<file path="src/rtl/i3c_arb_pkg.sv">
// Shared types for the I3C IBI/MR bus arbiter: FSM states, request type and
// the winner record produced by the address-arbitration selector.
package i3c_arb_pkg;

    // Sized for the largest supported configuration (16 agents, 10-bit addresses)
    localparam int IDX_MAX_W  = 4;
    localparam int ADDR_MAX_W = 10;

    typedef enum logic [2:0] {
        IDLE,
        ARB,
        PRESENT,
        GRANTED,
        COOLDOWN
    } arb_state_e;

    typedef enum logic {
        REQ_IBI,
        REQ_MR
    } req_type_e;

    typedef struct packed {
        logic [IDX_MAX_W-1:0]  idx;
        logic [ADDR_MAX_W-1:0] addr;
        logic                  is_mr;
        logic                  valid;
    } winner_t;

endpackage

</file>
<file path="src/rtl/i3c_arb_select.sv">
// Combinational address arbitration: lowest {dyn_addr, RnW} among eligible agents
// wins, so MR (RnW=0) beats IBI at the same address; ties go to the lowest index.
module i3c_arb_select
    import i3c_arb_pkg::*;
#(
    parameter int NUM_AGENTS = 4,
    parameter int ADDR_W     = 7
) (
    input  logic [NUM_AGENTS-1:0]        eligible,
    input  logic [NUM_AGENTS-1:0]        mr_req,
    input  logic [NUM_AGENTS*ADDR_W-1:0] dyn_addr,
    output winner_t                      winner
);

    logic [ADDR_W:0] best_key;
    logic [ADDR_W:0] cand_key;

    // Strict less-than while scanning upward keeps the lowest index on equal keys
    always_comb begin
        winner   = '0;
        best_key = '1;
        cand_key = '0;
        for (int i = 0; i < NUM_AGENTS; i++) begin
            cand_key = {dyn_addr[i*ADDR_W +: ADDR_W], ~mr_req[i]};
            if (eligible[i] && (!winner.valid || cand_key < best_key)) begin
                best_key     = cand_key;
                winner.valid = 1'b1;
                winner.idx   = IDX_MAX_W'(i);
                winner.addr  = ADDR_MAX_W'(dyn_addr[i*ADDR_W +: ADDR_W]);
                winner.is_mr = mr_req[i];
            end
        end
    end

endmodule

</file>
<file path="src/rtl/i3c_bus_arbiter.sv">
// I3C IBI / Mastership-Request arbiter: picks a winner, presents it to the primary
// master, runs ACK/NACK, grant/release, per-agent NACK backoff and bus-free gap.
module i3c_bus_arbiter
    import i3c_arb_pkg::*;
#(
    parameter int NUM_AGENTS      = 4,
    parameter int ADDR_W          = 7,
    parameter int ACK_TIMEOUT     = 64,
    parameter int BACKOFF_CYCLES  = 32,
    parameter int BUS_FREE_CYCLES = 4
) (
    input  logic                          clk,
    input  logic                          reset,
    input  logic [NUM_AGENTS-1:0]         ibi_req,
    input  logic [NUM_AGENTS-1:0]         mr_req,
    input  logic [NUM_AGENTS-1:0]         agent_en,
    input  logic [NUM_AGENTS*ADDR_W-1:0]  dyn_addr,
    input  logic                          bus_idle,
    input  logic                          host_ack,
    input  logic                          host_nack,
    input  logic [NUM_AGENTS-1:0]         mr_release,
    output logic                          arb_valid,
    output logic [ADDR_W-1:0]             arb_addr,
    output logic                          arb_is_mr,
    output logic [$clog2(NUM_AGENTS)-1:0] arb_idx,
    output logic [NUM_AGENTS-1:0]         ibi_ack,
    output logic [NUM_AGENTS-1:0]         ibi_nack,
    output logic [NUM_AGENTS-1:0]         master_granted,
    output logic                          timeout,
    output logic                          busy
);

    localparam int IDX_W = $clog2(NUM_AGENTS);
    localparam int ACK_W = $clog2(ACK_TIMEOUT + 1);
    localparam int CF_W  = $clog2(BUS_FREE_CYCLES + 1);
    localparam int BO_W  = $clog2(BACKOFF_CYCLES + 1);
    localparam logic [ACK_W-1:0] ACK_LAST  = ACK_W'(ACK_TIMEOUT - 1);
    localparam logic [CF_W-1:0]  COOL_LAST = CF_W'(BUS_FREE_CYCLES - 1);
    localparam logic [BO_W-1:0]  BO_LOAD   = BO_W'(BACKOFF_CYCLES);

    arb_state_e            state, state_d;
    logic [ACK_W-1:0]      ack_cnt, ack_cnt_d;
    logic [CF_W-1:0]       cool_cnt, cool_cnt_d;
    logic [BO_W-1:0]       backoff_cnt [NUM_AGENTS];
    logic [NUM_AGENTS-1:0] eligible;
    winner_t               win;
    logic                  win_unused;
    logic [IDX_W-1:0]      win_idx, win_idx_d;
    logic [ADDR_W-1:0]     win_addr, win_addr_d;
    req_type_e             win_type, win_type_d;
    logic                  req_held;
    logic                  nack_set;
    logic                  arb_valid_d, timeout_d;
    logic [NUM_AGENTS-1:0] ibi_ack_d, ibi_nack_d, granted_d;

    always_comb begin
        eligible = '0;
        for (int i = 0; i < NUM_AGENTS; i++) begin
            eligible[i] = (ibi_req[i] | mr_req[i]) & agent_en[i] & (backoff_cnt[i] == '0);
        end
    end

    i3c_arb_select #(
        .NUM_AGENTS (NUM_AGENTS),
        .ADDR_W     (ADDR_W)
    ) u_select (
        .eligible (eligible),
        .mr_req   (mr_req),
        .dyn_addr (dyn_addr),
        .winner   (win)
    );

    assign win_unused = ^{win.idx, win.addr};
    assign req_held   = (win_type == REQ_MR) ? mr_req[win_idx] : ibi_req[win_idx];

    // A host response always outranks a withdrawal seen in the same cycle
    always_comb begin
        state_d     = state;
        ack_cnt_d   = ack_cnt;
        cool_cnt_d  = cool_cnt;
        win_idx_d   = win_idx;
        win_addr_d  = win_addr;
        win_type_d  = win_type;
        arb_valid_d = arb_valid;
        granted_d   = master_granted;
        timeout_d   = 1'b0;
        ibi_ack_d   = '0;
        ibi_nack_d  = '0;
        nack_set    = 1'b0;
        case (state)
            IDLE: begin
                if (bus_idle && (|eligible)) state_d = ARB;
            end
            ARB: begin
                if (win.valid) begin
                    win_idx_d   = win.idx[IDX_W-1:0];
                    win_addr_d  = win.addr[ADDR_W-1:0];
                    win_type_d  = win.is_mr ? REQ_MR : REQ_IBI;
                    ack_cnt_d   = '0;
                    arb_valid_d = 1'b1;
                    state_d     = PRESENT;
                end else begin
                    state_d = IDLE;
                end
            end
            PRESENT: begin
                ack_cnt_d = ack_cnt + 1'b1;
                if (host_nack || (!host_ack && ack_cnt == ACK_LAST)) begin
                    ibi_nack_d[win_idx] = 1'b1;
                    timeout_d           = !host_nack;
                    nack_set            = 1'b1;
                    arb_valid_d         = 1'b0;
                    cool_cnt_d          = '0;
                    state_d             = COOLDOWN;
                end else if (host_ack) begin
                    arb_valid_d = 1'b0;
                    if (win_type == REQ_MR) begin
                        granted_d[win_idx] = 1'b1;
                        state_d            = GRANTED;
                    end else begin
                        ibi_ack_d[win_idx] = 1'b1;
                        cool_cnt_d         = '0;
                        state_d            = COOLDOWN;
                    end
                end else if (!req_held) begin
                    arb_valid_d = 1'b0;
                    cool_cnt_d  = '0;
                    state_d     = COOLDOWN;
                end
            end
            GRANTED: begin
                if (mr_release[win_idx]) begin
                    granted_d  = '0;
                    cool_cnt_d = '0;
                    state_d    = COOLDOWN;
                end
            end
            COOLDOWN: begin
                if (cool_cnt == COOL_LAST) state_d = IDLE;
                else cool_cnt_d = cool_cnt + 1'b1;
            end
            default: state_d = IDLE;
        endcase
    end

    always_ff @(posedge clk or posedge reset) begin
        if (reset) begin
            state          <= IDLE;
            ack_cnt        <= '0;
            cool_cnt       <= '0;
            win_idx        <= '0;
            win_addr       <= '0;
            win_type       <= REQ_IBI;
            arb_valid      <= 1'b0;
            timeout        <= 1'b0;
            ibi_ack        <= '0;
            ibi_nack       <= '0;
            master_granted <= '0;
        end else begin
            state          <= state_d;
            ack_cnt        <= ack_cnt_d;
            cool_cnt       <= cool_cnt_d;
            win_idx        <= win_idx_d;
            win_addr       <= win_addr_d;
            win_type       <= win_type_d;
            arb_valid      <= arb_valid_d;
            timeout        <= timeout_d;
            ibi_ack        <= ibi_ack_d;
            ibi_nack       <= ibi_nack_d;
            master_granted <= granted_d;
        end
    end

    // Backoff counters run in every state; a NACK reloads the loser's counter
    always_ff @(posedge clk or posedge reset) begin
        if (reset) begin
            for (int i = 0; i < NUM_AGENTS; i++) backoff_cnt[i] <= '0;
        end else begin
            for (int i = 0; i < NUM_AGENTS; i++) begin
                if (nack_set && win_idx == IDX_W'(i)) backoff_cnt[i] <= BO_LOAD;
                else if (backoff_cnt[i] != '0)        backoff_cnt[i] <= backoff_cnt[i] - 1'b1;
            end
        end
    end

    assign arb_addr  = win_addr;
    assign arb_is_mr = (win_type == REQ_MR);
    assign arb_idx   = win_idx;
    assign busy      = (state != IDLE);

endmodule
</file>
<file path="config.mk">
export PLATFORM = sky130hd
export DESIGN_NAME = i3c_bus_arbiter
export DESIGN_NICKNAME = d
export VERILOG_FILES = /design/src/rtl/i3c_arb_pkg.sv /design/src/rtl/i3c_arb_select.sv /design/src/rtl/i3c_bus_arbiter.sv
export SDC_FILE = /design/constraint.sdc
export NUM_CORES = 1
export LEC_CHECK = 0
export CAP_MARGIN = 10
export CORE_UTILIZATION = 30
export CTS_CLUSTER_DIAMETER = 30
export DETAILED_ROUTE_END_ITERATION = 7
export PLACE_DENSITY = 0.52
export SKIP_CTS_REPAIR_TIMING = 1
export SYNTH_ARGS = -nofsm -noshare
export SYNTH_HDL_FRONTEND = slang
export SYNTH_SLANG_ARGS = --single-unit
export TNS_END_PERCENT = 1
</file>
<file path="constraint.sdc">
create_clock -name clk -period 5.8 [get_ports clk]
set_input_delay 0.58 -clock clk [delete_from_list [all_inputs] [get_ports clk]]
set_output_delay 0.58 -clock clk [all_outputs]
set_load 0.1 [all_outputs]
</file>
==> out/results.ini, run 1 <==
[cells_and_area]
design_area_mm2 = 0.00586
drive_above_1_share_pct = 24.3
final_nets = 635
antenna_cells = 0
final_core_util_pct = 45.9
area_growth_pct = 47.2

[floorplan]
fp-row-count = 41
core_mm2 = 0.0128
die_area_mm2 = 0.0137
die_h_um = 117
start_util_pct = 31.1
die_x_um = 117
pin_count = 74

[setup_path]
r2r-end = arb_addr[2]
crit_slowest_cell = dfrtp_1
crit_type = reg -> reg
r2r_slack_ns = -0.0005
critPathMaxFanout = 6
reg2reg_from = backoff_cnt[18]
reg2regPathDepth = 28
crit_top_cell = ha_4
worst_setup_path_start_kind = register
critPathArrivalTime_ns = 6.01
required_ns = 6.01
end_kind = register
max_stage_delay_ns = 0.39

[timing]
finalCritPeriodShare_pct = 100
finalClockSkew_ns = 0.00459
worst_pin_slew_ns = 0.978
period_needed_ns = 5.80
setup_viol = 1
rsz0062_at_grt = true
fin_ws_ns = -0.000463
slew_violations = 0
slew_headroom_pct = 34.6
hold_viol_final = 0
fmax_mhz = 172

[min_path]
hp-class = reg -> reg
whs_path_depth = 2
hp-start = master_granted[1]
min_to = master_granted[1]

[grt]
grt_pass1_wl_um = 17600
grt_usage_pct = 17.0
gr-total-overflow = 0
grt_max_degree = 62
grt_pass1_vias = 3535
antenna_found_initial = 0

[synthesis]
synthTopCellsByArea = dfrtp_1, ha_1, nand2_1, nor2_1, o21ai_0
synth-edff-count = 0
ys_dominant_reg_cell = dfrtp_1
syn_inst = 432
synthArstFlopShare_pct = 100
avgSynthCellArea_um2 = 9.21
yosys.area.top_type = dfrtp_1
syn-num-nets = 508
synth-seq-cells = 61
yosys.cell_types.count = 56
ys_seq_area_share_pct = 38.4
synthesis.area_mm2 = 0.00398
yosys-top-cells-count = dfrtp_1, nand2_1, nor2_1, ha_1, inv_1
yosys_warnings = 0
yosysTopAreaCellShare_pct = 38.4
yosys.cell_count.top_type = dfrtp_1

[power_and_ir_drop]
power_leakage_nw = 2.69
p_per_area_mw_per_mm2 = 398
ir_worst_vdd_mv = 0.176

[flow_run]
cap_violations = 0

[routing]
post-route-drc-count = 0
ant_nets = 0
route.vias.total = 3632
drtIter0Drc = 147
wire_per_inst_um = 15.0
dr.pass1.iters = 4
routed_wl_um = 11000
viasPerCell = 4.93

[cts]
cts_max_level = 3
clk_latency_ns = 0.33
cts.sinks = 61
clk_pin_slew_worst_paths_ns = 0.05
cts-root-buf = clkbuf_16
cts_buffers = 9
cts_tree = done
clk_path_buf_depth = 2

[placed_design]
port_buffers = 73
gp_congestion = 0.904
placed_area_mm2 = 0.00521
dp.final_hpwl_um = 8430

[run_status]
violations = negative setup slack
status = complete, but fails checks

-- final cells by class --
| cell class | count | area [µm²] |
|---|---|---|
| Clock buffer | 11 | 243 |
| Tap cell | 172 | 215 |
| Multi-Input combinational cell | 333 | 2560 |
| Fill cell | 1229 | 6920 |
| Inverter | 27 | 101 |
| Sequential cell | 61 | 1530 |
| Timing Repair Buffer | 127 | 1160 |
| Clock inverter | 5 | 50.0 |
-- worst max path at each step --
stage / startpoint / endpoint / depth (start not counted)
after CTS: backoff_cnt[19] / arb_addr[6] / 28
after floorplan: backoff_cnt[19] / arb_addr[6] / 31
after global routing: backoff_cnt[18] / arb_addr[2] / 31
final: backoff_cnt[18] / arb_addr[2] / 28
after detailed placement: ibi_req[0] / arb_addr[6] / 26
after global placement: ibi_req[0] / arb_addr[6] / 26
-- worst max-delay path, delay by kind of cell (launching register included) --
family | cells | cell delay [ns]
buffers and inverters | 2 | 0.24
AOI/OAI and AO/OA | 13 | 2.65
and+or+nand+nor | 8 | 1.22
DFF | 1 | 0.39
adders and majority gates | 4 | 0.86
muxes | 1 | 0.31
-- report_power, final --
group,internal (mW),leakage (nW),switching (mW)
Combinational,0.444,1.76,0.619
Clock,0.341,0.149,0.189
Sequential,0.576,0.783,0.162
-- kinds of logic (layout without fill, tap and decap cells) --
family / after synthesis / in the layout / synth area share (%)
AOI/OAI and AO/OA: 104 / 105 / 18.1
xor gates and xnor gates: 6 / 6 / 1.32
adders and majority gates: 28 / 28 / 8.78
buffers and inverters: 39 / 170 / 4.72
DFF: 61 / 61 / 38.4
muxes: 20 / 20 / 6.92
and+or+nand+nor: 174 / 174 / 21.8
-- per-layer routing --
| layer | track usage (%) | up-vias | part of all wire [%] |
|---|---|---|---|
| met3 | 3.40 | 15 | 4.2 |
| li1 | - | 1820 | - |
| met4 | 6.67 | 0 | 1.7 |
| met5 | 0 | - | 0 |
| met2 | 27.1 | 79 | 46 |
| met1 | 22.6 | 1718 | 48 |
-- layout by cell type (no fill, tap or decap), types with 4 or more instances in the layout --
| cell | Yosys | final |
|---|---|---|
| nor3_1 | 13 | 12 |
| clkbuf_16 | 0 | 9 |
| a21boi_0 | 4 | 4 |
| clkinv_2 | 0 | 4 |
| clkdlybuf4s50_1 | 0 | 70 |
| nand2b_1 | 4 | 4 |
| o21ai_0 | 26 | 13 |
| dfrtp_1 | 61 | 61 |
| or3_1 | 13 | 12 |
| a211o_1 | 5 | 5 |
| o21ai_2 | 0 | 9 |
| and3_1 | 8 | 8 |
| nand3_1 | 13 | 13 |
| a21oi_1 | 21 | 17 |
| xnor2_1 | 5 | 5 |
| ha_1 | 27 | 18 |
| nand2_1 | 50 | 47 |
| ha_4 | 0 | 8 |
| mux2i_1 | 8 | 8 |
| a21oi_4 | 1 | 4 |
| a21o_1 | 6 | 5 |
| a31oi_1 | 10 | 10 |
| nand4_1 | 4 | 4 |
| a211oi_1 | 6 | 4 |
| a221o_1 | 7 | 7 |
| buf_4 | 0 | 52 |
| inv_1 | 27 | 24 |
| mux2_4 | 6 | 6 |
| nor2_1 | 49 | 43 |
-- per-stage QoR --
| stage | cells | hold slack [ns] | TNS [ns] | setup slack [ns] | power (mW) |
|---|---|---|---|---|---|
| 5_1_grt | 736 | 0.515 | -1.92 | -0.244 | 2.49 |
| 3_5_place_dp | 708 | 0.485 | -5.67 | -0.639 | 1.75 |
| 2_1_floorplan | 432 | 0.454 | 0 | 0.00652 | 1.44 |
| 4_1_cts | 724 | 0.494 | -2.34 | -0.298 | 2.29 |
| 3_3_place_gp | 708 | 0.470 | -4.49 | -0.511 | 1.73 |
| 6_report | 736 | 0.497 | -0.000463 | -0.000463 | 2.33 |
-- registers in the layout (all words and copies together), names as in the netlist --
signal	flops
ack_cnt	7
timeout	1
cool_cnt	3
ibi_nack	4
arb_valid	1
backoff_cnt	24
arb_is_mr	1
ibi_ack	4
arb_addr	7
state	3
master_granted	4
arb_idx	2
(Power assumes the default switching activity.)
==> inputs of run 2 (changes only) <==
--- a/config.mk
+++ b/config.mk
@@ -8,6 +8,7 @@
 export CAP_MARGIN = 10
 export CORE_UTILIZATION = 30
 export CTS_CLUSTER_DIAMETER = 30
+export CTS_CLUSTER_SIZE = 40
 export DETAILED_ROUTE_END_ITERATION = 7
 export PLACE_DENSITY = 0.52
 export SKIP_CTS_REPAIR_TIMING = 1
==> results of run 2 <==
Final layout, timing and power as in run 1 (identical DEF).
==> inputs of run 3 (changes only) <==
--- a/config.mk
+++ b/config.mk
@@ -10,8 +10,10 @@
 export CTS_CLUSTER_DIAMETER = 30
 export CTS_CLUSTER_SIZE = 40
 export DETAILED_ROUTE_END_ITERATION = 7
-export PLACE_DENSITY = 0.52
+export PLACE_DENSITY_LB_ADDON = 0.1
+export SETUP_SLACK_MARGIN = 0.05
 export SKIP_CTS_REPAIR_TIMING = 1
+export SLEW_MARGIN = 40
 export SYNTH_ARGS = -nofsm -noshare
 export SYNTH_HDL_FRONTEND = slang
 export SYNTH_SLANG_ARGS = --single-unit
==> run 3 against run 2 <==
Against the previous run: global-route usage decreased by 0.55 points; cell area decreased by 2.5%; fmax increased by 1.2%; largest cell class unchanged; die area unchanged; the flow now finishes without violations; first-iteration DRC count decreased by 6.8%.
==> out/results.ini, run 3 (synthesis results as in run 1) <==
[run_status]
status = finished clean

[flow_run]
cap_violations = 0  ; unchanged

[cells_and_area]
final_common_cell = dfrtp_1
area_growth_pct = 43.6
antenna_cells = 0  ; unchanged
instances_no_fill = 734  ; -0.27%
largest-register = backoff_cnt
largest_register_ffs = 24  ; unchanged
final_nets = 634  ; -0.16%
final_cell_mix = dfrtp_1, nand2_1, buf_4, clkdlybuf4s50_1, nor2_1
drive_above_1_share_pct = 27.8  ; +3.5 points

[timing]
finalClockSkew_ns = 0.00423  ; -0.000360 ns
hold_ws_ns = 0.485  ; -0.0117 ns
setup_viol = 0  ; -1
worst_pin_slew_ns = 0.738  ; -0.240 ns
period_needed_ns = 5.73  ; -0.0674 ns
slew_violations = 0  ; unchanged
fmax_mhz = 174  ; +1.2%
slew_headroom_pct = 50.7  ; +16 points
rsz0062_at_grt = true
finalCritPeriodShare_pct = 98.8  ; -1.2 points
hold_viol_final = 0  ; unchanged

[power_and_ir_drop]
comb_power_share_pct = 43.7  ; -1.9 points
p_int_mw = 1.34  ; -1.7%
p_seq_share_pct = 32.2  ; +0.5 points
p_per_area_mw_per_mm2 = 403  ; +1.4%
switching_share_pct = 41.9  ; +0.32 points
power.share.clock_pct = 24.1  ; +1.4 points
netSwitchingPower_uw = 965  ; -0.36%
power_leakage_nw = 2.73  ; +1.3%
ir_worst_vdd_mv = 0.173  ; -1.2%

[floorplan]
die_h_um = 117  ; unchanged
fp-row-count = 41  ; unchanged
die_x_um = 117  ; unchanged
start_util_pct = 31.1  ; unchanged
core_mm2 = 0.0128  ; unchanged
die_area_mm2 = 0.0137  ; unchanged
pin_count = 74  ; unchanged

[placed_design]
port_buffers = 73  ; unchanged
dp_cells = 701  ; -0.99%
dp.final_hpwl_um = 8240  ; -2.3%
gp_congestion = 0.798  ; -12%

[setup_path]
crit_slowest_cell = dfrtp_1
end_kind = register
max_stage_delay_ns = 0.39  ; about the same
critPathMaxFanout = 7  ; +1
crit_type = reg -> reg
crit_top_cell = ha_4
critPathArrivalTime_ns = 5.94  ; -0.07 ns
worst_setup_path_start_kind = register
required_ns = 6.01  ; about the same

[cts]
clk_path_buf_depth = 2  ; unchanged
clk_pin_slew_worst_paths_ns = 0.05  ; about the same
cts.sinks = 61  ; unchanged
cts_buffers = 9  ; unchanged
clk_latency_ns = 0.33  ; about the same
cts_tree = done
cts-root-buf = clkbuf_16
cts_max_level = 3  ; unchanged

[grt]
gr-total-overflow = 0  ; unchanged
antenna_found_initial = 0  ; unchanged
grt_pass1_wl_um = 17100  ; -2.8%
grt_usage_pct = 16.4  ; -0.55 points
grt_max_degree = 62  ; unchanged
grt_pass1_vias = 3369  ; -4.7%

[routing]
route.vias.total = 3602  ; -0.83%
post-route-drc-count = 0  ; unchanged
dr.pass1.iters = 4  ; unchanged
drtIter0Drc = 137  ; -6.8%
viasPerCell = 4.91  ; -0.56%
wire_per_inst_um = 14.9  ; -0.79%
routed_wl_um = 10900  ; -1.1%
ant_nets = 0  ; unchanged

[min_path]
hp-class = reg -> reg

## run 3: cell count changes in the layout (fill, tap and decap cells not counted), sizes merged
cell and delta:
buf +24, clkbuf +1, clkdlybuf4s50 -25, clkinv -2
## run 3: per-stage QoR
step | power (mW) | setup TNS (ns) | utilization [%] | setup WS, ns | cell area (µm²)
2_1_floorplan | 1.45 | 0 | - | 0.0544 | 4020
3_3_place_gp | 1.72 | -3.43 | 40.3 | -0.390 | 5150
3_5_place_dp | 1.70 | -4.71 | 39.4 | -0.521 | 5030
4_1_cts | 2.26 | -1.35 | 41.8 | -0.186 | 5340
5_1_grt | 2.46 | -1.71 | 44.7 | -0.188 | 5710
6_report | 2.30 | 0 | 44.7 | 0.0669 | 5710
## run 3: worst paths after layout
check,slack [ns],start,depth (start not counted),to
max,0.07,backoff_cnt[18],29,arb_addr[6]
min,0.49,master_granted[3],2,master_granted[3]
max reg2reg,0.07,backoff_cnt[18],29,arb_addr[6]
min reg2reg,0.49,master_granted[3],2,master_granted[3]
max in group asynchronous,4.69,reset,3,arb_addr[4]
min in group asynchronous,0.69,reset,3,backoff_cnt[5]
## run 3: cell type report
cell class / count / area [µm²]
clock inverter: 3 / 43.8
fill: 1274 / 7060
clock buffer: 12 / 267
timing repair buffer: 126 / 1040
inverter: 27 / 101
multi-input combinational: 333 / 2520
sequential: 61 / 1530
tap: 172 / 215
## run 3: critical path: cells and delay by family (launching register included)
| family | cells | cell delay (ns) |
|---|---|---|
| AOI/OAI and AO/OA | 13 | 2.59 |
| and+or+nand+nor | 7 | 1.02 |
| adders and majority gates | 4 | 0.80 |
| buffers and inverters | 4 | 0.48 |
| DFF | 1 | 0.39 |
| muxes | 1 | 0.31 |
## run 3: power groups by stage
stage               combinational, mW  sequential, mW  clock [mW]
floorplan                       0.522           0.923           0
global placement                0.970           0.746           0
detailed placement              0.952           0.747           0
CTS                             0.952           0.743       0.567
global route                     1.10           0.768       0.585
finish                           1.01           0.742       0.555
## run 3: metal layers
| layer | share of wire (%) | track usage [%] |
|---|---|---|
| met2 | 46 | 25.9 |
| met4 | 1.1 | 4.81 |
| met5 | 0 | 0 |
| met1 | 49 | 22.4 |
| met3 | 3.7 | 3.76 |
